## src/rtl/fnd_pkg.sv

```systemverilog
// rtl/fnd_pkg.sv - shared constants and types for the FND sum display
// Purpose: active-low 7-segment glyphs (bit0 = a .. bit6 = g), digit count
// and the digit-index type used by the scan logic.
package fnd_pkg;

  localparam int NUM_DIGITS = 4;

  typedef logic [1:0] digit_idx_t;

  localparam logic [6:0] SEG_0     = 7'b1000000;
  localparam logic [6:0] SEG_1     = 7'b1111001;
  localparam logic [6:0] SEG_2     = 7'b0100100;
  localparam logic [6:0] SEG_3     = 7'b0110000;
  localparam logic [6:0] SEG_4     = 7'b0011001;
  localparam logic [6:0] SEG_5     = 7'b0010010;
  localparam logic [6:0] SEG_6     = 7'b0000010;
  localparam logic [6:0] SEG_7     = 7'b1111000;
  localparam logic [6:0] SEG_8     = 7'b0000000;
  localparam logic [6:0] SEG_9     = 7'b0010000;
  localparam logic [6:0] SEG_BLANK = 7'b1111111;

endpackage

```

## src/rtl/bcd_to_seg.sv

```systemverilog
// rtl/bcd_to_seg.sv - combinational BCD digit to active-low segment pattern
// Ports:
//   bcd  in   4-bit BCD digit; codes 10..15 produce a blank pattern
//   seg  out  7-bit active-low pattern, bit0 = a .. bit6 = g
module bcd_to_seg
  import fnd_pkg::*;
(
  input  logic [3:0] bcd,
  output logic [6:0] seg
);

  always_comb begin
    seg = SEG_BLANK;
    case (bcd)
      4'd0:    seg = SEG_0;
      4'd1:    seg = SEG_1;
      4'd2:    seg = SEG_2;
      4'd3:    seg = SEG_3;
      4'd4:    seg = SEG_4;
      4'd5:    seg = SEG_5;
      4'd6:    seg = SEG_6;
      4'd7:    seg = SEG_7;
      4'd8:    seg = SEG_8;
      4'd9:    seg = SEG_9;
      default: seg = SEG_BLANK;
    endcase
  end

endmodule

```

## src/rtl/fnd_sum_display.sv

```systemverilog
// rtl/fnd_sum_display.sv - captures the adder result and scans it onto a 4-digit FND
// Ports:
//   clk, reset        clock (rising edge), asynchronous active-high reset
//   i_load            captures {i_carry, i_sum} at the clock edge where it is high
//   i_sum, i_carry    adder result, carry has weight 16 (value 0..31)
//   i_en              display enable; low blanks every digit, scan keeps running
//   o_seg, o_dp       registered segments (bit0 = a .. bit6 = g), decimal point
//   o_com             registered digit commons, bit0 = ones digit, bit3 = leftmost
module fnd_sum_display
  import fnd_pkg::*;
#(
  parameter int SCAN_DIV       = 100000,
  parameter bit SEG_ACTIVE_LOW = 1'b1,
  parameter bit LZ_BLANK       = 1'b1
) (
  input  logic       clk,
  input  logic       reset,
  input  logic       i_load,
  input  logic [3:0] i_sum,
  input  logic       i_carry,
  input  logic       i_en,
  output logic [6:0] o_seg,
  output logic       o_dp,
  output logic [3:0] o_com
);

  localparam int                CNT_W    = (SCAN_DIV > 1) ? $clog2(SCAN_DIV) : 1;
  localparam logic [CNT_W-1:0] CNT_LAST = CNT_W'(SCAN_DIV - 1);

  // Inactive levels as seen on the pins for the selected board polarity.
  localparam logic [6:0] SEG_OFF = SEG_ACTIVE_LOW ? 7'b1111111 : 7'b0000000;
  localparam logic [3:0] COM_OFF = SEG_ACTIVE_LOW ? 4'b1111 : 4'b0000;

  logic [4:0]       disp_val;
  logic [CNT_W-1:0] scan_cnt;
  digit_idx_t       digit_idx;

  logic [1:0] tens;
  logic [3:0] ones;
  logic [3:0] digit_bcd;
  logic [6:0] digit_pat;
  logic [6:0] seg_n;
  logic [3:0] com_n;
  logic [6:0] seg_next;
  logic [3:0] com_next;

  // Value never exceeds 31, so a three-threshold compare replaces a divider.
  always_comb begin
    tens = 2'd0;
    ones = disp_val[3:0];
    if (disp_val >= 5'd30) begin
      tens = 2'd3;
      ones = 4'(disp_val - 5'd30);
    end else if (disp_val >= 5'd20) begin
      tens = 2'd2;
      ones = 4'(disp_val - 5'd20);
    end else if (disp_val >= 5'd10) begin
      tens = 2'd1;
      ones = 4'(disp_val - 5'd10);
    end
  end

  assign digit_bcd = (digit_idx == digit_idx_t'(1)) ? {2'b00, tens} : ones;

  bcd_to_seg u_bcd_to_seg (
    .bcd (digit_bcd),
    .seg (digit_pat)
  );

  // Slot content in active-low terms; slots 2 and 3 stay dark so that the
  // per-digit refresh period is the same as on a fully populated display.
  always_comb begin
    seg_n = SEG_BLANK;
    com_n = 4'b1111;
    case (digit_idx)
      digit_idx_t'(0): begin
        seg_n = digit_pat;
        com_n = 4'b1110;
      end
      digit_idx_t'(1): begin
        if (!(LZ_BLANK && (tens == 2'd0))) begin
          seg_n = digit_pat;
          com_n = 4'b1101;
        end
      end
      default: begin
        seg_n = SEG_BLANK;
        com_n = 4'b1111;
      end
    endcase
    if (!i_en) begin
      seg_n = SEG_BLANK;
      com_n = 4'b1111;
    end
    seg_next = SEG_ACTIVE_LOW ? seg_n : ~seg_n;
    com_next = SEG_ACTIVE_LOW ? com_n : ~com_n;
  end

  always_ff @(posedge clk or posedge reset) begin
    if (reset) begin
      disp_val  <= '0;
      scan_cnt  <= '0;
      digit_idx <= '0;
      o_seg     <= SEG_OFF;
      o_com     <= COM_OFF;
    end else begin
      if (i_load) begin
        disp_val <= {i_carry, i_sum};
      end
      if (scan_cnt == CNT_LAST) begin
        scan_cnt  <= '0;
        digit_idx <= (digit_idx == digit_idx_t'(NUM_DIGITS - 1)) ?
                     digit_idx_t'(0) : digit_idx_t'(digit_idx + 2'd1);
      end else begin
        scan_cnt <= CNT_W'(scan_cnt + CNT_W'(1));
      end
      o_seg <= seg_next;
      o_com <= com_next;
    end
  end

  assign o_dp = SEG_ACTIVE_LOW;

endmodule

```

## config.mk

```make
export PLATFORM = sky130hd
export DESIGN_NAME = fnd_sum_display
export DESIGN_NICKNAME = d
export VERILOG_FILES = /design/src/rtl/fnd_pkg.sv /design/src/rtl/bcd_to_seg.sv /design/src/rtl/fnd_sum_display.sv
export SDC_FILE = /design/constraint.sdc
export NUM_CORES = 1
export LEC_CHECK = 0
export BUFFER_PORTS_ARGS = -buffer_cell sky130_fd_sc_hd__buf_2
export CORE_MARGIN = 2
export CORE_UTILIZATION = 55
export CTS_BUF_LIST = sky130_fd_sc_hd__clkbuf_4
export CTS_CLUSTER_SIZE = 10
export DETAILED_ROUTE_END_ITERATION = 12
export GPL_TIMING_DRIVEN = 0
export HOLD_SLACK_MARGIN = 0.03
export PLACE_DENSITY_LB_ADDON = 0.2
export SETUP_SLACK_MARGIN = 0.1
export SLEW_MARGIN = 20
export SYNTH_ARGS = -nofsm -noshare
export SYNTH_HDL_FRONTEND = slang
export SYNTH_SLANG_ARGS = --single-unit
export TNS_END_PERCENT = 10
```

## constraint.sdc

```tcl
create_clock -name clk -period 6.55 [get_ports clk]
set_clock_uncertainty 0.2 [all_clocks]
set_input_delay 0.9825 -clock clk [delete_from_list [all_inputs] [get_ports clk]]
set_output_delay 0.9825 -clock clk [all_outputs]
set_load 0.02 [all_outputs]
```

# Word level (Yosys, flattened, before mapping)
# Memory sizes are Yosys's and may differ from the RTL's.
# Index checks and enable logic that the tools add are counted.
[totals]
ff_bits = 35
latch_bits = 0
mem_bits_rw = 0
rom_bits = 112
in_bits = 9
output_inout_bits = 12
elab_cells = 34
n_memories = 1
[op_classes]
addsub = 5
multipliers = 0
div = 0
magnitude_cmp = 3
n_eq_ne = 3
n_shift = 0
mux = 15
n_bitwise = 0
n_reduce_logical = 2
[memory_table]
columns = ["memory", "words", "width", "read_ports", "rd_clocked_by_memory_dff", "write_ports", "line_no", "text"]
rows = [
  ["(no name shown)", 16, 7, 1, 0, 0, "bcd_to_seg.sv:14", "case (bcd)"],
]
[ops]
columns = ["op", "n"]
rows = [
  ["$mux W4", 5],
  ["$add A17 B1 Y17 const B", 1],
  ["$eq A17 B17 Y1 const B", 1],
  ["$mux W17", 1],
  ["$mux W7", 2],
  ["$pmux W7 S2", 1],
  ["$ge A5 B5 Y1 const B", 2],
  ["$mux W2", 4],
  ["$sub A4 B4 Y4 const B", 2],
  ["$ge A5 B4 Y1 const B", 1],
  ["$logic_not A2 Y1", 2],
  ["$pmux W2 S2", 1],
  ["$sub A4 B3 Y4 const B", 1],
  ["$add A2 B1 Y2 const B", 1],
  ["$eq A2 B1 Y1 const B", 1],
  ["$eq A2 B2 Y1 const B", 1],
  ["$mux W1", 1],
]

# Depth between registers and ports, before layout
# Gate-level depths: netlist (run 1).
# An unclocked memory read counts as a cell.
[depth]
word_depth = 9
mapped_depth = 11
depth_no_buf = 11

# By module
# Synthesis (run 1) repeated with hierarchy kept, for this count alone.
[hier_totals]
cells_unflattened = 204
hier_area_um2 = 2001.9
[by_module_without_submodules]
columns = ["mod", "n_inst", "cells_each", "area_per_inst_um2", "seq_area_each_um2"]
rows = [
  ["fnd_sum_display", 1, 171, 1791.7, 837.1],
  ["bcd_to_seg", 1, 33, 210.2, 0.0],
]

# Worst setup path before layout (run 1)
# No wires, ideal clock.
[synth_path]
path_type = "register to register"
start = "reg disp_val[2]"
end = "reg o_seg[3]"
setup_ps = 115
t_arrival_ps = 2010
required_time_ps = 6235
path_slack_ps = 4225
path_stages_with_launch = 9
path_buffers = 0
period_less_slack_ps = 2325
cell_sequence = "dfrtp_1 ha_1 and2_1 o21ai_1 a31oi_1 o31a_1 ha_1 nor3_1 o21ai_0"
[synth_between]
elab_chain_cells = 9
word_cells_on_any_way = 18
classes_between = "add/sub (3); order compare (3); mux (10); reduce/logical (1); memory (1)"
[synth_lines]
columns = ["element", "line_no", "text"]
rows = [
  ["start: declaration", "fnd_sum_display.sv:34", "logic [4:0] disp_val;"],
  ["start signal: assignment", "fnd_sum_display.sv:108", "disp_val <= {i_carry, i_sum};"],
  ["$sub A4 B4 Y4 or $ge A5 B4 Y1 (tied branches)", "fnd_sum_display.sv:59, fnd_sum_display.sv:57", ""],
  ["$mux W4 or $mux W1 (tied branches)", "fnd_sum_display.sv:57", "end else if (disp_val >= 5'd10) begin"],
  ["$mux W4 or $mux W2 (tied branches)", "fnd_sum_display.sv:54", "end else if (disp_val >= 5'd20) begin"],
  ["$mux W4 or $mux W2 (tied branches)", "fnd_sum_display.sv:51", "if (disp_val >= 5'd30) begin"],
  ["$mux W4", "fnd_sum_display.sv:63", "assign digit_bcd = (digit_idx == digit_idx_t'(1)) ? {2'b00, tens} : ones;"],
  ["$mem_v2 Z16 W7", "--", ""],
  ["$mux W7", "fnd_sum_display.sv:81", "if (!(LZ_BLANK && (tens == 2'd0))) begin"],
  ["$pmux W7 S2 *", "fnd_sum_display.sv:75", "case (digit_idx)"],
  ["$mux W7 *", "fnd_sum_display.sv:91", "if (!i_en) begin"],
  ["via seg_n[3]", "fnd_sum_display.sv:42", "logic [6:0] seg_n;"],
  ["end signal: assignment", "fnd_sum_display.sv:117", "o_seg <= seg_next;"],
  ["end: declaration", "fnd_sum_display.sv:22", "output logic [6:0] o_seg,"],
]
# The timed path passes the listed nets; every way through them passes the cells marked *.
# A chain may end at the register's enable or synchronous reset.

# Final worst setup path (run 1)
[layout_path]
start = "reg disp_val[2]"
end = "reg o_seg[5]"
# Same word-level chain as after synthesis.

==> impl_metrics.ini, run 1 <==
[run_status]
outcome = complete, no violations

[sta]
hold_viol_final = 0
setup_viol = 0
fin_setup_tns_ns = 0
period_share_pct = 41.0
tightest_slew_ns = 0.992
max_freq_mhz = 373
slew_viol_final = 0
grt_setup_unrepaired = no
post-route-min-period_ns = 2.68
slew_headroom_pct = 33.4

[worst_setup_path]
worst_setup_path_start_kind = register
crit_start = disp_val[2]
endpoint_kind = register
r2r_start = disp_val[2]
r2r_cells = 7
reg2reg_to = o_seg[5]
cp_max_fo = 8
critPathRequiredTime_ns = 6.60
worstPathArrival_ns = 2.73
path_class = reg -> reg
worst-r2r-setup-slack_ns = 3.87

[clock_tree]
post_cts.repair.setup_buffers = 0
cts_hold_buffers = 0
clk_path_buf_depth = 2
root_buffer = clkbuf_4
cts-buffers-inserted = 5
post_cts_resized = 0
htreeDepth = 2
worstSkewPairLatency_ns = 0.34
clock_sinks = 33
cts_tree = done
cts.clk_slew.worst_paths_ns = 0.10

[routing]
drt_iter0_drc = 76
drc = 0
routed_wl_mm = 3.49
postRouteAntennaNets = 0
vias = 1418
routedWlPerCell_microns = 13.5
viasPerCell = 5.47
first_pass_iters = 4

[grt]
grt_max_degree = 34
grt_util_all_layers_pct = 21.0
antenna_found_initial = 0
grt_overflow = 0
grt_pass1_wl_mm = 6.44
first_global_vias = 1442

[place]
dpl_cell_area_sq_um = 2000
post-place-cells = 251
port_buffers = 16
dpl.hpwl_mm = 2.63
place.gp.congestion = 0.852

[logic_synthesis]
synth.most_common_cell = dfrtp_1
syn_area_sq_um = 1860
synth_fa_ha_area_share_pct = 8.08
yosys_warnings = 0
synth_flop_cell = dfrtp_1
ys_top_cells_by_count = dfrtp_1, nor2_1, nand2_1
synth_xor_area_share_pct = 7.54
ys_top_cells_by_area = dfrtp_1, dfstp_2, ha_1
synthDistinctLibCells = 45
yosysSeqAreaShare_pct = 45.1
netlist.area_leader.share_pct = 32.3
synth_top_family_by_area = simple AND/OR/NAND/NOR gates
async_flop_share_pct = 100
synth_edf_count = 0
muxShareOfSynthArea_pct = 1.21
synth.avg_cell_area_sq_um = 9.94
synth_top_area_cell = dfrtp_1
synth_seq_cells = 33
synthCells = 187
synth-compound-area-share_pct = 13.6
synth_simple_gate_area_share_pct = 19.8

[finish]
layoutNonFillerInstCount = 259
layout-drive-gt1-share_pct = 22.1
antenna_cells = 0
seq_area_sq_um = 837
fillCellCount = 278
final_cell_area_sq_um = 2080
multiInputGateArea_sq_um = 945
num-nets-final = 233
area_growth_pct = 12.1

[job]
cap_violations = 0

[die]
core_sq_um = 3280
rows = 21
die-height_microns = 62.1
dieArea_sq_um = 3860
start_util_pct = 56.6
chipWidth_microns = 62.1
io_pins = 21

[hold_path]
min_delay_path_depth = 1
hold_end = scan_cnt[4]
holdCritPathClass = reg -> reg
min-delay-start = scan_cnt[4]

[power]
irDropWorstVdd_mv = 0.117
p_per_area_nw_per_um2 = 231
p_leak_nw = 0.952
power.total_mw = 0.481
==> logic make-up (layout without fill, tap and decap cells) <==
group                      Yosys count  after routing
muxes                                2              2
and+or+nand+nor                     69             69
buffers and inverters               17             41
AOI/OAI and AO/OA                   37             37
DFF                                 33             33
xor gates and xnor gates            16             16
other                                1              3
adders and majority gates           12             12
==> worst max-delay path, stage by stage, from the launching register on <==
cell,delay [ns]
dfrtp_1,0.48
inv_1,0.15
ha_1,0.16
nand2b_1,0.10
a21bo_2,0.23
a311oi_1,0.82
a21boi_0,0.32
o211ai_1,0.14
==> sequential cells by signal, summed over array words and instances (netlist names) <==
register / cells
o_com: 2
digit_idx: 2
scan_cnt: 17
disp_val: 5
o_seg: 7
==> how the worst max path moves through the flow <==
stage	endpoint	slack, ns	depth (start not counted)
after floorplan	o_seg[3]	4.23	8
after global placement	o_seg[6]	4.02	7
after detailed placement	o_seg[5]	3.91	7
after CTS	o_seg[5]	3.87	7
after global routing	o_seg[5]	3.64	7
final	o_seg[5]	3.87	7
==> cell usage in the layout (no fill, tap or decap), types with 3 or more instances in the layout <==
master,n
a21oi_1,7
xor2_1,9
buf_2,17
buf_4,3
inv_1,9
nor2_1,16
nand2_1,14
nor3_1,4
o21ai_0,7
and3_1,3
clkbuf_4,6
ha_1,12
dfrtp_1,24
conb_1,3
and4_1,3
xnor2_1,7
nand2b_1,4
and2_1,3
dfstp_2,9
a31oi_1,3
nand3_1,11
==> power breakdown <==
group / switching [mW] / internal, mW
sequential: 0.00793 / 0.222
combinational: 0.0634 / 0.0386
clock: 0.0657 / 0.0835
==> metrics by stage <==
stage | utilization (%) | setup slack, ns | hold WS, ns
finish | 63.4 | 3.87 | 0.308
global route | 63.4 | 3.64 | 0.338
CTS | 63.4 | 3.87 | 0.310
detailed placement | 61.0 | 3.91 | 0.296
global placement | 61.0 | 4.02 | 0.269
floorplan | - | 4.23 | 0.253
==> routing by layer <==
metal,share of wire (%),GRT usage (%),vias to the layer above,routed length (microns)
li1,-,-,701,-
met1,42,24.6,683,1480
met2,52,37.2,28,1830
met3,3.4,4.89,6,119
met4,1.8,8.61,0,63
met5,0,0,-,0
==> final cells by class <==
| type | instances | share of cell area [%] |
|---|---|---|
| inverters | 10 | 1.80 |
| clock inverters | 2 | 1.62 |
| well taps | 46 | 2.76 |
| clock buffers | 6 | 2.16 |
| multi-input cells | 139 | 45.4 |
| repair buffers | 16 | 3.85 |
| plain buffers | 7 | 2.22 |
| flip-flops and latches | 33 | 40.2 |
Power figures use the tool's default switching activity.
==> inputs of run 2 (changes only) <==
Settings changed: ABC_AREA set to 1.
Clock period 6.55 ns to 2.6 ns, I/O delays scaled along.
==> impl_metrics.ini, run 2 <==
[die]
start_util_pct = 56.5
rows = 22
die-height_microns = 64.8
io_pins = 21
chipWidth_microns = 64.8
core_sq_um = 3610
dieArea_sq_um = 4200

[worst_setup_path]
crit_top_cell = nand2_1
critPathRequiredTime_ns = 2.68
cp_cell_sequence = inv_2 > ha_1 > inv_1 > nand2_1 > nand3_2 > nand2_2 > nand2_1 > nand2_1 > nand3_2 > nand2_2 > inv_1 > ha_1 > or2_0 > nand2_1
cp_max_fo = 5
critPathSlowestCell = dfrtp_2
path_delay_family = simple AND/OR/NAND/NOR gates
worstPathArrival_ns = 2.41
worst_setup_path_start_kind = register
critical_path.max_stage_delay_ns = 0.44
path_class = reg -> reg
endpoint_kind = register
crit_buf_inv = 3

[power]
p_per_area_nw_per_um2 = 503
irDropWorstVdd_mv = 0.338
p_leak_nw = 1.17
power.total_mw = 1.15

[finish]
fillCellCount = 322
layout-drive-gt1-share_pct = 25.4
multiInputGateArea_sq_um = 1020
seq_area_sq_um = 840
regMostFlops = scan_cnt
mostFrequentLayoutCells = nand2_1, inv_1, nand3_1, dfrtp_1, nor2_1
largest_reg_flops = 17
final_cell_area_sq_um = 2290
num-nets-final = 304
final_util_pct = 63.5
antenna_cells = 0
area_growth_pct = 12.4
largestRegisters = scan_cnt: 17 flops, o_seg: 7 flops, disp_val: 5 flops
final_common_cell = nand2_1
layoutNonFillerInstCount = 332

[sta]
tightest_slew_ns = 0.667
slew_headroom_pct = 55.4
fin_setup_tns_ns = 0
post-route-min-period_ns = 2.33
fin_ws_ns = 0.272
period_share_pct = 89.5
hold_viol_final = 0
max_freq_mhz = 430
slew_viol_final = 0
setup_viol = 0
hold_ws_ns = 0.0537
grt_setup_unrepaired = no

[place]
place.gp.congestion = 0.838
port_buffers = 16
dpl.hpwl_mm = 2.60
dp_slack_ns = 0.176
post-place-cells = 320
dpl_cell_area_sq_um = 2180

[logic_synthesis]
synth_flop_cell = dfrtp_1
synthCells = 254
synthDistinctLibCells = 34
yosysSeqAreaShare_pct = 41.1
synth_seq_cells = 33
synth_edf_count = 0
ys_top_cells_by_area = dfrtp_1, dfstp_2, nand2_1
syn_area_sq_um = 2040
yosys_warnings = 0
async_flop_share_pct = 100
synth.most_common_cell = nand2_1
synth_top_area_cell = dfrtp_1
ys_top_cells_by_count = nand2_1, inv_1, dfrtp_1
synth.avg_cell_area_sq_um = 8.01
netlist.area_leader.share_pct = 29.5

[routing]
first_pass_iters = 4
drc = 0
routed_wl_mm = 3.38
postRouteAntennaNets = 0
viasPerCell = 4.82
drt_iter0_drc = 77
vias = 1601
routedWlPerCell_microns = 10.2

[grt]
grt_pass1_wl_mm = 5.92
grt_util_all_layers_pct = 18.3
grt_max_degree = 34
grt_overflow = 0
antenna_found_initial = 0
first_global_vias = 1437

[hold_path]
holdCritPathClass = in -> reg

[clock_tree]
root_buffer = clkbuf_4
cts-buffers-inserted = 5
clk_path_buf_depth = 2
cts.clk_slew.worst_paths_ns = 0.09
htreeDepth = 2
clock_sinks = 33
cts_tree = done
worstSkewPairLatency_ns = 0.33

[run_status]
outcome = complete, no violations

[job]
cap_violations = 0
run 2: cell count changes after synthesis, sizes merged, moves of 4 or more:
cell,change
and3,-4
inv,+32
o21ai,+5
xnor2,-7
nand2b,-4
nand2,+54
nor2,+7
xor2,-6
nand3,+17
run 2: final timing paths:
path                         startpoint           end  slack, ns  cells after the start
min                            i_sum[0]   disp_val[0]       0.05                      3
min reg2reg                scan_cnt[16]  scan_cnt[16]       0.25                      1
min in group asynchronous         reset  scan_cnt[11]       0.49                      3
max                         disp_val[1]      o_seg[1]       0.27                     14
max reg2reg                 disp_val[1]      o_seg[1]       0.27                     14
max in group asynchronous         reset   disp_val[2]       1.23                      3
run 2: kinds of logic after synthesis:
logic type	share of synthesized area, %
other	0.184
AOI/OAI and AO/OA	8.18
xor gates and xnor gates	1.29
buffers and inverters	9.16
adders and majority gates	7.38
and+or+nand+nor	32.7
DFF	41.1
run 2: what timing repair did:
action	in CTS	in global routing
setup endpoints to repair	0	3
resized for setup	0	4
hold buffers	2	0
setup buffers	0	2
endpoints found under the hold margin	25	0
run 2: report_power, final:
part	switching, mW	internal, mW	total [mW]
combinational	0.190	0.106	0.296
clock	0.168	0.113	0.281
sequential	0.0152	0.560	0.575
run 2: layer usage:
metal | global-route usage [%] | wire, microns
met5 | 0 | 0
met4 | 7.98 | 63
met2 | 30.3 | 1620
met3 | 5.38 | 118
met1 | 21.9 | 1580
run 2: worst reg2reg max path: stages, from the launching register on:
cell     delay (ns)
dfrtp_2        0.44
inv_2          0.10
ha_1           0.18
inv_1          0.04
nand2_1        0.10
nand3_2        0.14
nand2_2        0.11
nand2_1        0.08
nand2_1        0.08
nand3_2        0.09
nand2_2        0.10
inv_1          0.05
ha_1           0.29
or2_0          0.22
nand2_1        0.07
run 2: layout make-up:
cell class              count  area share [%]
clock buffers               6            1.97
plain buffers               4            1.15
multi-input cells         177            44.6
repair buffers             20            5.58
flip-flops and latches     33            36.7
clock inverters             2           0.437
inverters                  42            7.00
well taps                  48            2.62
